## src/rtl/uart_rx_frame_ctrl.sv

```systemverilog
// UART RX frame controller, 8x oversampling.
// Detects the start bit, runs the edge counter for the majority-vote sampler,
// assembles an LSB-first data word, checks optional parity and the stop bit,
// and publishes a validated byte with a one-cycle data_valid pulse.
module uart_rx_frame_ctrl #(
    parameter int DATA_WIDTH = 8
) (
    input  logic                  CLK,
    input  logic                  RST,
    input  logic                  RX_IN,
    input  logic                  sampled_bit,
    input  logic                  PAR_EN,
    input  logic                  PAR_TYP,
    output logic [2:0]            edge_cnt,
    output logic                  dat_samp_en,
    output logic [DATA_WIDTH-1:0] P_DATA,
    output logic                  data_valid,
    output logic                  par_err,
    output logic                  stp_err
);

    typedef enum logic [2:0] {IDLE, START, DATA, PARITY, STOP} state_t;

    state_t                state, state_nxt;
    logic [3:0]            bit_cnt;
    logic [DATA_WIDTH-1:0] shreg;
    logic                  par_en_q, par_typ_q;
    logic                  last_edge, last_bit;

    // Every decision happens on the final oversampling edge of a bit.
    assign last_edge   = (edge_cnt == 3'd7);
    assign last_bit    = (bit_cnt == 4'(DATA_WIDTH - 1));
    assign dat_samp_en = (state != IDLE);

    // State register.
    always_ff @(posedge CLK or negedge RST) begin
        if (!RST) state <= IDLE;
        else      state <= state_nxt;
    end

    // Next-state logic; non-IDLE states advance only on edge 7.
    always_comb begin
        state_nxt = state;
        case (state)
            IDLE:    if (!RX_IN) state_nxt = START;
            START:   if (last_edge) state_nxt = sampled_bit ? IDLE : DATA;
            DATA:    if (last_edge && last_bit) state_nxt = par_en_q ? PARITY : STOP;
            PARITY:  if (last_edge) state_nxt = STOP;
            STOP:    if (last_edge) state_nxt = IDLE;
            default: state_nxt = IDLE;
        endcase
    end

    // Edge counter, data assembly, error flags and output word.
    always_ff @(posedge CLK or negedge RST) begin
        if (!RST) begin
            edge_cnt   <= 3'd0;
            bit_cnt    <= 4'd0;
            shreg      <= '0;
            P_DATA     <= '0;
            data_valid <= 1'b0;
            par_err    <= 1'b0;
            stp_err    <= 1'b0;
            par_en_q   <= 1'b0;
            par_typ_q  <= 1'b0;
        end else begin
            data_valid <= 1'b0;
            // Wrapping 7->0 lines the counter up with the next bit on state change.
            if (state == IDLE) edge_cnt <= 3'd0;
            else               edge_cnt <= edge_cnt + 3'd1;

            case (state)
                IDLE: begin
                    // Frame options are frozen at start so mid-frame changes are ignored.
                    if (!RX_IN) begin
                        par_en_q  <= PAR_EN;
                        par_typ_q <= PAR_TYP;
                        par_err   <= 1'b0;
                        stp_err   <= 1'b0;
                    end
                end
                START: begin
                    if (last_edge) bit_cnt <= 4'd0;
                end
                DATA: begin
                    if (last_edge) begin
                        for (int i = 0; i < DATA_WIDTH; i++)
                            if (bit_cnt == 4'(i)) shreg[i] <= sampled_bit;
                        if (!last_bit) bit_cnt <= bit_cnt + 4'd1;
                    end
                end
                PARITY: begin
                    if (last_edge) par_err <= sampled_bit ^ (^shreg) ^ par_typ_q;
                end
                STOP: begin
                    if (last_edge) begin
                        stp_err <= ~sampled_bit;
                        if (sampled_bit && !par_err) begin
                            P_DATA     <= shreg;
                            data_valid <= 1'b1;
                        end
                    end
                end
                default: ;
            endcase
        end
    end

endmodule

```

## config.mk

```make
export PLATFORM = sky130hd
export DESIGN_NAME = uart_rx_frame_ctrl
export DESIGN_NICKNAME = d
export VERILOG_FILES = /design/src/rtl/uart_rx_frame_ctrl.sv
export SDC_FILE = /design/constraint.sdc
export NUM_CORES = 1
export LEC_CHECK = 0
export ABC_AREA = 1
export CORE_ASPECT_RATIO = 1.1
export CORE_MARGIN = 5
export CORE_UTILIZATION = 45
export DETAILED_ROUTE_END_ITERATION = 16
export GPL_TIMING_DRIVEN = 0
export PLACE_DENSITY_LB_ADDON = 0.12
export SYNTH_ARGS = -nofsm -noshare
export SYNTH_HDL_FRONTEND = slang
export SYNTH_SLANG_ARGS = --single-unit
```

## constraint.sdc

```tcl
create_clock -name CLK -period 1.5 [get_ports CLK]
set_input_delay 0.375 -clock CLK [delete_from_list [all_inputs] [get_ports CLK]]
set_output_delay 0.375 -clock CLK [all_outputs]
set_load 0.01 [all_outputs]
```

==> out/summary.txt, run 1 <==
Mapped Nets - 210
total gr overflow - 0
row count - 22
syn avg cell area - 8.15 sq um
CTS tree - yes
most frequent cells in the layout - nand2_1 (54), dfrtp_1 (30), inv_1 (23)
FF+latch count, synth - 31
min-delay worst type - in -> async
fin cells - 285
number of global-route vias before repair - 1,319
Max stage delay on crit path - 420 ps
Clock Tree Root - clkbuf_4
DPL Wire Length - 2.33 mm
initial core utilization - 47.3%
Max FO, Critical Path - 5
commonest non-fill, non-tap cell in the layout - nand2_1
fin. max-slew vios - 0
Rel. slew slack - 53.5%
Die ar. - 0.00489 sq mm
chip width - 67.1 microns
post-route clock period utilization - 104%
Power per Cell Area - 1440 mW/mm^2
first-pass GRT wire length - 5.44 mm
Clk network pwr share - 22.5%
ANT nets after route - 0
simple-gate portion of the synthesized area - 25.9%
post-synth top area share - 48.1%
post-route cell area - 0.00213 sq mm
post-layout minimum cycle time - 1560 ps
hold slack - 81.8 ps
largest net degree at the start of global routing - 32
crit path cell chain - buf_6, nor3_4, nand2_2, or3_4, buf_12, nand2_2, o21ai_2
GRT Util Overall - 14.6%
P&R area growth vs syn - 31.9%
leak pwr - 0.00115 uW
CP Capture Type - flip-flop
I/O Buffers - 20
met2 GRT Util - 25.8%
clk slew on worst S/H paths - 100 ps
cts bufs inserted - 5
CP Launch Type - flip-flop
Peak VDD IR - 1.09 mV
crit path kind - reg -> reg
largest cells by area after synthesis - dfrtp_1 (48%), nand2_1 (13%), nand3_1 (7.1%)
leading area contributor after synthesis - dfrtp_1
pre-CTS WS - -552 ps
largest family of logic cells by synthesized area - simple AND/OR/NAND/NOR gates
final setup vio count - 12
# placed instances - 266
initial antenna violation count - 0
first-pass iteration count of the detailed router - 4
distinct cell type count after synthesis - 22
Crit-path slowest cell - dfrtp_1
core area - 0.00341 sq mm
final worst slack - -55.3 ps
NetSw - 1110 uW
warnings from Yosys - 0
R2R setup slack - -60 ps
Int Pwr - 1960 uW
failing checks - setup timing
Top Usage Layer GRT - met2
Post-CTS Hold Buffers - 0
data arrival time of the worst path - 1790 ps
clk buf depth - 2
Synth Area in XOR/XNOR - 1.09%
final count of hold timing violations - 0
DR vias - 1,431
drt via density - 5.02
post-DR wirelength/cell - 12.2 microns
clk sink count - 31
Worst Skew - 7.41 ps
FMAX - 643 MHz
post-synthesis sequential area ratio - 48.1%
share of total power in combinational logic - 39.1%
H-Tree Depth - 2
Max-cap violations - 0
status - finished with violations
RSZ-0062 raised after global routing - true
mapped cell area - 0.00161 sq mm
post-synthesis mux area share - 0%
compound-gate portion of the synthesized area - 11.9%
# DRC - 0
Total Wirelength - 3.48 mm
M1 GR Usage - 16.1%
switching share of power - 36.1%
met3 usage - 5.24%
most frequent CP cell - nand2_2
DP Area - 0.00189 sq mm
Mapped Cells - 198
Worst Path Required - 1740 ps
Antenna diodes - 0
Worst-Skew Late Latency - 330 ps
GPL Wtd Cong - 0.851
Post-Synth Adder-Cell Area - 4.65%
proportion of layout cells with a drive suffix above 1 - 21.5%
sequential fraction of design power - 38.4%
Slew @ Worst Pin - 698 ps
fin nets - 248
Iteration-0 DRC Markers - 52
DIE HEIGHT - 72.8 microns
# IOs - 21
-- logic make-up (layout without fill, tap and decap cells) --
logic type / count (synthesis) / after routing
AND/OR/NAND/NOR: 98 / 99
XOR/XNOR: 2 / 2
adder cells (fa/ha/maj): 6 / 6
buffers and inverters: 30 / 68
AO/OA/AOI/OAI: 31 / 31
flip-flops: 31 / 31
-- Yosys cell counts --
master,number
nand2_1,57
dfrtp_1,31
inv_1,26
nand3_1,23
o21ai_0,15
nor2_1,11
o21ai_2,8
ha_1,6
a21oi_1,5
clkbuf_1,2
nand4_1,2
xor2_1,2
a21boi_0,1
buf_12,1
buf_6,1
nand2_2,1
nor2_2,1
nor3_2,1
o211ai_1,1
o22ai_1,1
or2_2,1
or3_1,1
-- per-layer routing --
| metal | part of all wire, % | wire length (microns) |
|---|---|---|
| met1 | 41 | 1430 |
| met2 | 52 | 1800 |
| met4 | 1.3 | 44 |
| met3 | 5.7 | 197 |
| met5 | 0 | 0 |
-- sequential cells by signal, summed over array words and instances, names as in the netlist, 3 cells and up --
| name | count |
|---|---|
| P_DATA | 8 |
| bit_cnt | 4 |
| edge_cnt | 3 |
| shreg | 8 |
| state | 3 |
-- power by group through the flow --
stage | combinational, uW | clock, uW | sequential (uW)
detailed placement | 998 | 0 | 1180
global route | 1340 | 758 | 1210
CTS | 993 | 705 | 1150
global placement | 958 | 0 | 1160
floorplan | 566 | 0 | 1200
finish | 1200 | 690 | 1180
-- through the flow --
stage | utilization (%) | total power (uW) | TNS [ps]
2_1_floorplan | - | 1770 | -272
3_3_place_gp | 55.4 | 2120 | -20340
3_5_place_dp | 55.4 | 2180 | -21660
4_1_cts | 58.7 | 2850 | -913
5_1_grt | 62.4 | 3300 | -1840
6_report | 62.4 | 3070 | -418
-- worst max-delay path: cells and delay by family (launching register included) --
kind / cells / cell delay, ps
DFF: 1 / 420
AOI/OAI and AO/OA: 1 / 40
and+or+nand+nor: 4 / 690
buffers and inverters: 2 / 300
-- worst paths after layout --
kind / start / end / cells past startpoint
setup / recovery: state[1] / P_DATA[4] / 7
hold / removal: RST / state[2] / 1
setup reg to reg: state[1] / P_DATA[4] / 7
hold reg to reg: P_DATA[2] / P_DATA[2] / 2
max in group asynchronous: RST / state[0] / 1
min in group CLK: sampled_bit / shreg[2] / 3
-- timing repair --
item / 4_1_cts / 5_1_grt
endpoints found under the setup margin: 71 / 27
setup buffers: 2 / 9
cloned: 0 / 2
gates resized for setup: 30 / 14
pin swaps: 0 / 5
-- cell type report --
class,count,area (sq um)
multi-input combinational,138,785
clock buffer,6,51.3
tap,48,60.1
fill,308,1280
inverter,26,100
buffer,2,27.5
sequential,31,777
clock inverter,2,35.0
timing repair buffer,32,293
Note: power is estimated with default switching activity, not from simulation.
==> inputs of run 2 (changes only) <==
--- a/config.mk
+++ b/config.mk
@@ -9,6 +9,7 @@
 export CORE_ASPECT_RATIO = 1.1
 export CORE_MARGIN = 5
 export CORE_UTILIZATION = 45
+export CTS_CLUSTER_SIZE = 30
 export DETAILED_ROUTE_END_ITERATION = 16
 export GPL_TIMING_DRIVEN = 0
 export PLACE_DENSITY_LB_ADDON = 0.12
==> results of run 2 <==
Same layout as run 1: the final DEF is identical, and so are final timing and power.
==> RTL edit 1, RTL diff (config.mk and constraints of run 2) <==
One comparison of `bit_cnt` changes from == to >=.
--- a/src/rtl/uart_rx_frame_ctrl.sv
+++ b/src/rtl/uart_rx_frame_ctrl.sv
@@ -29,7 +29,7 @@
 
     // Every decision happens on the final oversampling edge of a bit.
     assign last_edge   = (edge_cnt == 3'd7);
-    assign last_bit    = (bit_cnt == 4'(DATA_WIDTH - 1));
+    assign last_bit    = (bit_cnt >= 4'(DATA_WIDTH - 1));
     assign dat_samp_en = (state != IDLE);
 
     // State register.
Behaviour: no difference found for any inputs over 10 cycles, from zero or initial values and one cycle with RST low; that may be too few to reach the edited logic, so the function may still have changed.
==> RTL edit 1 against run 2 <==
  * The flow still finishes with violations (setup timing)
  * Sequential cell count is the same
  * Design area grew 0.94%
  * Routed wire length shrank 0.89%
  * Largest power group unchanged
  * Via count shrank 2.8%
  * Synthesized cell count shrank 4.0%
  * Sequential share of layout area shrank 0.34 points
  * Area after synthesis shrank 1.6%
  * Largest cell class unchanged
  * Total power grew 7.8%
  * Worst setup slack gained 0.0041 ns
==> RTL edit 1: results (changes against run 2) <==
| Metric | Value |
|---|---|
| Status | `finished with violations (unchanged)` |
| Failing checks | `setup timing (unchanged)` |
| Fillers | `321 (was 308)` |
| Dpl ws | `-0.545 ns (was -0.552 ns)` |
| Vias in the first global route | `1395 (was 1319)` |
| Buffers on Ports | `20 (unchanged)` |
| Clk_skew | `0.0124 ns (was 0.00741 ns)` |
| WL/cell | `12.2 um (about the same)` |
| Hold buffers post-CTS | `0 (unchanged)` |
| Final net count | `246 (was 248)` |
| Synth Area in Adders | `4.73% (was 4.65%)` |
| Post-CTS setup repair buffer count | `12 (was 2)` |
| Share of the yosys chip area belonging to registers | `48.9% (was 48.1%)` |
| Final setup TNS | `-0.319 ns (was -0.418 ns)` |
| Design Area, Final | `2150 um2 (was 2130 um2)` |
| Syn avg cell area | `8.36 um2 (was 8.15 um2)` |
| Compound-gate portion of the synthesized area | `10.5% (was 11.9%)` |
| Initial antenna violation count | `0 (unchanged)` |
| Post-DP Area | `1860 um2 (was 1890 um2)` |
| Headroom to the max-slew limit | `53.6% (was 53.5%)` |
| WL final | `3.45 mm (was 3.48 mm)` |
| Post-synth top cells | `nand2_1 (52), dfrtp_1 (31), nand3_1 (21), inv_1 (20), o21ai_0 (13) (was nand2_1 (57), dfrtp_1 (31), inv_1 (26), nand3_1 (23), o21ai_0 (15))` |
| Final setup violation count | `13 (was 12)` |
| Netlist cell types | `25 (was 22)` |
| XOR/XNOR Fraction of Synth Area | `2.21% (was 1.09%)` |
| Worst Slack Setup Final | `-0.0513 ns (was -0.0553 ns)` |
| Vias per cell | `4.92 (was 5.02)` |
| WHS | `0.0809 ns (was 0.0818 ns)` |
| Top post-synthesis cells by area | `dfrtp_1 (49%), nand2_1 (12%), nand3_1 (6.6%) (was dfrtp_1 (48%), nand2_1 (13%), nand3_1 (7.1%))` |
| Global-route wire length before repair | `5.89 mm (was 5.44 mm)` |
| Syn_nets | `202 (was 210)` |
| Layout cell share with drive strength beyond 1 | `27.2% (was 21.5%)` |
| Iter 0 DRT Violations | `67 (was 52)` |
| RePlAce Congestion | `0.875 (was 0.851)` |
| Post_cts resized | `42 (was 30)` |
| Highest ir drop seen on vdd | `1010 uV (was 1090 uV)` |
| HPWL reported at the end of detailed placement | `2.36 mm (was 2.33 mm)` |
| Leakage | `0.00112 uW (was 0.00115 uW)` |
| Total track usage | `15.9% (was 14.6%)` |
-- RTL edit 1: cell types whose count changed in the layout (fill, tap and decap cells not counted), moves of 3 or more --
cell     change
buf_4        +3
inv_1        -6
inv_2        +4
nand2_1     -10
nand2_2      +5
nor2_4       +3
o21ai_0      -6
o21ai_1      +4
o21ai_2      -4
-- RTL edit 1: worst max-delay path: stages, from the launching register on --
cell	delay, ns
dfrtp_1	0.42
buf_6	0.14
nor3_4	0.28
inv_2	0.13
nor2_4	0.20
nand3_1	0.14
nand2_1	0.08
o21ai_0	0.07
-- RTL edit 1: worst paths after layout --
| check | start | end | depth (start not counted) |
|---|---|---|---|
| worst max-delay path | state[0] | shreg[4] | 7 |
| worst max register to register | state[0] | shreg[4] | 7 |
| worst min-delay path | RST | data_valid | 1 |
| max in group asynchronous | RST | state[2] | 1 |
| worst min register to register | P_DATA[7] | P_DATA[7] | 2 |
| min in group CLK | P_DATA[7] | P_DATA[7] | 2 |
-- RTL edit 1: layer usage --
layer / vias to the layer above / share of wire (%) / track usage [%]
met4: 0 / 1.8 / 6.77
li1: 704 / - / -
met3: 7 / 5.0 / 4.95
met5: - / 0 / 0
met2: 29 / 52 / 28.5
met1: 651 / 41 / 17.0
-- RTL edit 1: final cells by class --
class                      count  area (um2)  area share (%)
multi-input combinational    133         790            36.8
timing repair buffer          37         337            15.7
sequential                    31         777            36.2
inverter                      24        93.8            4.37
buffer                         2        22.5            1.05
tap                           48        60.1            2.80
clock buffer                   8        68.8            3.20
-- RTL edit 1: report_power, final --
| group | total [uW] | internal [uW] | switching (uW) |
|---|---|---|---|
| Sequential | 1210 | 1060 | 154 |
| Combinational | 1540 | 700 | 837 |
| Clock | 563 | 276 | 287 |
==> RTL edit 2, RTL diff (config.mk and constraints of run 2) <==
Made on the original files. The parameter `DATA_WIDTH` goes from 8 to 6.
--- a/src/rtl/uart_rx_frame_ctrl.sv
+++ b/src/rtl/uart_rx_frame_ctrl.sv
@@ -3,7 +3,7 @@
 // assembles an LSB-first data word, checks optional parity and the stop bit,
 // and publishes a validated byte with a one-cycle data_valid pulse.
 module uart_rx_frame_ctrl #(
-    parameter int DATA_WIDTH = 8
+    parameter int DATA_WIDTH = 6
 ) (
     input  logic                  CLK,
     input  logic                  RST,
Interface: changed (resized P_DATA); port bits go from 21 to 19. No check against the original RTL was run, so the function may have changed too.
==> RTL edit 2 against run 2 <==
  * Area after synthesis decreased by 6.2%
  * Critical path depth shrank 4
  * Routed wire length shrank 13%
  * Sequential share of layout area shrank 0.85 points
  * Global-route usage fell by 1.1 points
  * Sequential power decreased by 13%
  * Critical endpoint is now dat_samp_en
  * Sequential cell count is 4 lower
  * Design area is 11% lower
  * Clock power decreased by 54%
  * Worst setup slack improved by 0.095 ns
  * Total power down 13%
  * Worst hold slack improved by 0.32 ns
  * Via count decreased by 9.6%
==> RTL edit 2: results (changes against run 2) <==
| Metric | Value |
|---|---|
| Post-synth top cells | `nand2_1 (59), dfrtp_1 (27), inv_1 (21), nor2_1 (13), nand3_1 (11) (was nand2_1 (57), dfrtp_1 (31), inv_1 (26), nand3_1 (23), o21ai_0 (15))` |
| YS warnings | `0 (unchanged)` |
| Worst EP arrival | `1.09 ns (was 1.79 ns)` |
| Root Driver | `clkbuf_4 (unchanged)` |
| Worst-path clk slew | `0.14 ns (was 0.10 ns)` |
| Headroom to the max-slew limit | `19.6% (was 53.5%)` |
| Netlist cell types | `25 (was 22)` |
| Drt pass-1 iters | `5 (was 4)` |
| RePlAce Congestion | `0.796 (was 0.851)` |
| Clk_skew | `0.00243 ns (was 0.00741 ns)` |
| Largest net degree at the start of global routing | `28 (was 32)` |
| Syn_nets | `199 (was 210)` |
| Total track usage | `13.5% (was 14.6%)` |
| WL/cell | `12.0 um (was 12.2 um)` |
| Max Fanout on Critical Path | `6 (was 5)` |
| Highest ir drop seen on vdd | `688 uV (was 1090 uV)` |
| Iter 0 DRT Violations | `24 (was 52)` |
| HPWL reported at the end of detailed placement | `2.20 mm (was 2.33 mm)` |
| CTS buffer count | `3 (was 5)` |
| Vias in the first global route | `1204 (was 1319)` |
| Worst hold path type | `input port to async pin (unchanged)` |
| Global-route wire length before repair | `5.01 mm (was 5.44 mm)` |
| Largest registers | `P_DATA: 6 flops, shreg: 6 flops, bit_cnt: 4 flops (was P_DATA: 8 flops, shreg: 8 flops, bit_cnt: 4 flops)` |
| Top post-synthesis cells by area | `dfrtp_1 (45%), nand2_1 (15%), inv_1 (5.2%) (was dfrtp_1 (48%), nand2_1 (13%), nand3_1 (7.1%))` |
| Leakage | `0.00104 uW (was 0.00115 uW)` |
| Dpl ws | `-0.367 ns (was -0.552 ns)` |
| Final Util | `57.6% (was 62.4%)` |
| Fillers | `313 (was 308)` |
| Final net count | `231 (was 248)` |
| Layout cell share with drive strength beyond 1 | `23.9% (was 21.5%)` |
| Post-synth ARST share | `100% (unchanged)` |
| Ant diodes | `0 (unchanged)` |
| Buffers on Ports | `18 (was 20)` |
| Initial antenna violation count | `0 (unchanged)` |
| Later-pin clock latency in the skew report | `0.32 ns` |
| Vias per cell | `5.09 (was 5.02)` |
| Max Root-Sink Buffers | `2 (unchanged)` |
| Post-DP Area | `1740 um2 (was 1890 um2)` |
| Share of the yosys chip area belonging to registers | `44.6% (was 48.1%)` |
| Status | `finished clean (was finished with violations)` |
| CTS HTree Levels | `1 (was 2)` |
[RTL edit 2: cell count changes after synthesis, moves of 3 or more]
cell	delta
nand2_4	+4
inv_2	+3
o21ai_0	-7
nand4_1	+3
inv_1	-5
dfrtp_1	-4
a21oi_1	-3
nand3_1	-12
nand2_2	+4
[RTL edit 2: power by group]
part	leakage, uW	switching [uW]	total, uW	internal, uW
sequential	0.000327	134	1030	898
clock	0.0000150	213	317	104
combinational	0.000693	755	1320	569
[RTL edit 2: timing repair]
item,CTS,global route
setup endpoints to repair,19,9
endpoints found under the hold margin,0,0
pin swaps,1,3
setup buffers,6,2
resized for setup,22,18
gates cloned,0,1
[RTL edit 2: critical path, cell delays in order (launching register included)]
cell     delay, ns
dfrtp_2       0.49
inv_2         0.10
nand2_4       0.06
buf_6         0.12
[RTL edit 2: final timing paths]
path                                   from  cells past startpoint     endpoint  slack [ns]
worst max-delay path               state[1]                      3  dat_samp_en        0.04
worst min-delay path                    RST                      1   bit_cnt[0]        0.40
worst max register to register  edge_cnt[0]                      8    P_DATA[3]        0.06
worst min register to register    P_DATA[2]                      2    P_DATA[2]        0.49
max in group asynchronous               RST                      1     state[1]        0.31
min in group CLK                  P_DATA[2]                      2    P_DATA[2]        0.49
[RTL edit 2: cell type report]
class                           count  area share [%]
Clock buffer                        4            1.38
Timing Repair Buffer               27            13.2
Tap cell                           36            2.37
Multi-Input combinational cell    132            40.7
Buffer                              2            1.38
Inverter                           26            5.39
Sequential cell                    27            35.7
[RTL edit 2: stage by stage]
stage / power [uW] / cells
CTS: 2580 / 251
detailed placement: 2240 / 241
global placement: 2190 / 241
floorplan: 1850 / 187
global route: 2900 / 254
finish: 2670 / 254
[RTL edit 2: logic make-up (layout without fill, tap and decap cells)]
logic type                 after synthesis  in the layout  share of synthesized area, %
AOI/OAI and AO/OA                       22             22                          9.50
buffers and inverters                   28             59                          8.10
xor gates and xnor gates                 2              2                          1.16
and+or+nand+nor                        102            102                          31.7
DFF                                     27             27                          44.6
adders and majority gates                6              6                          4.96
[RTL edit 2: routing by layer]
layer | up-vias | GRT usage, % | routed length, um
li1 | 659 | - | -
met1 | 595 | 16.3 | 1320
met2 | 34 | 23.3 | 1500
met3 | 6 | 2.86 | 166
met4 | 0 | 5.30 | 48
met5 | - | 0 | 0
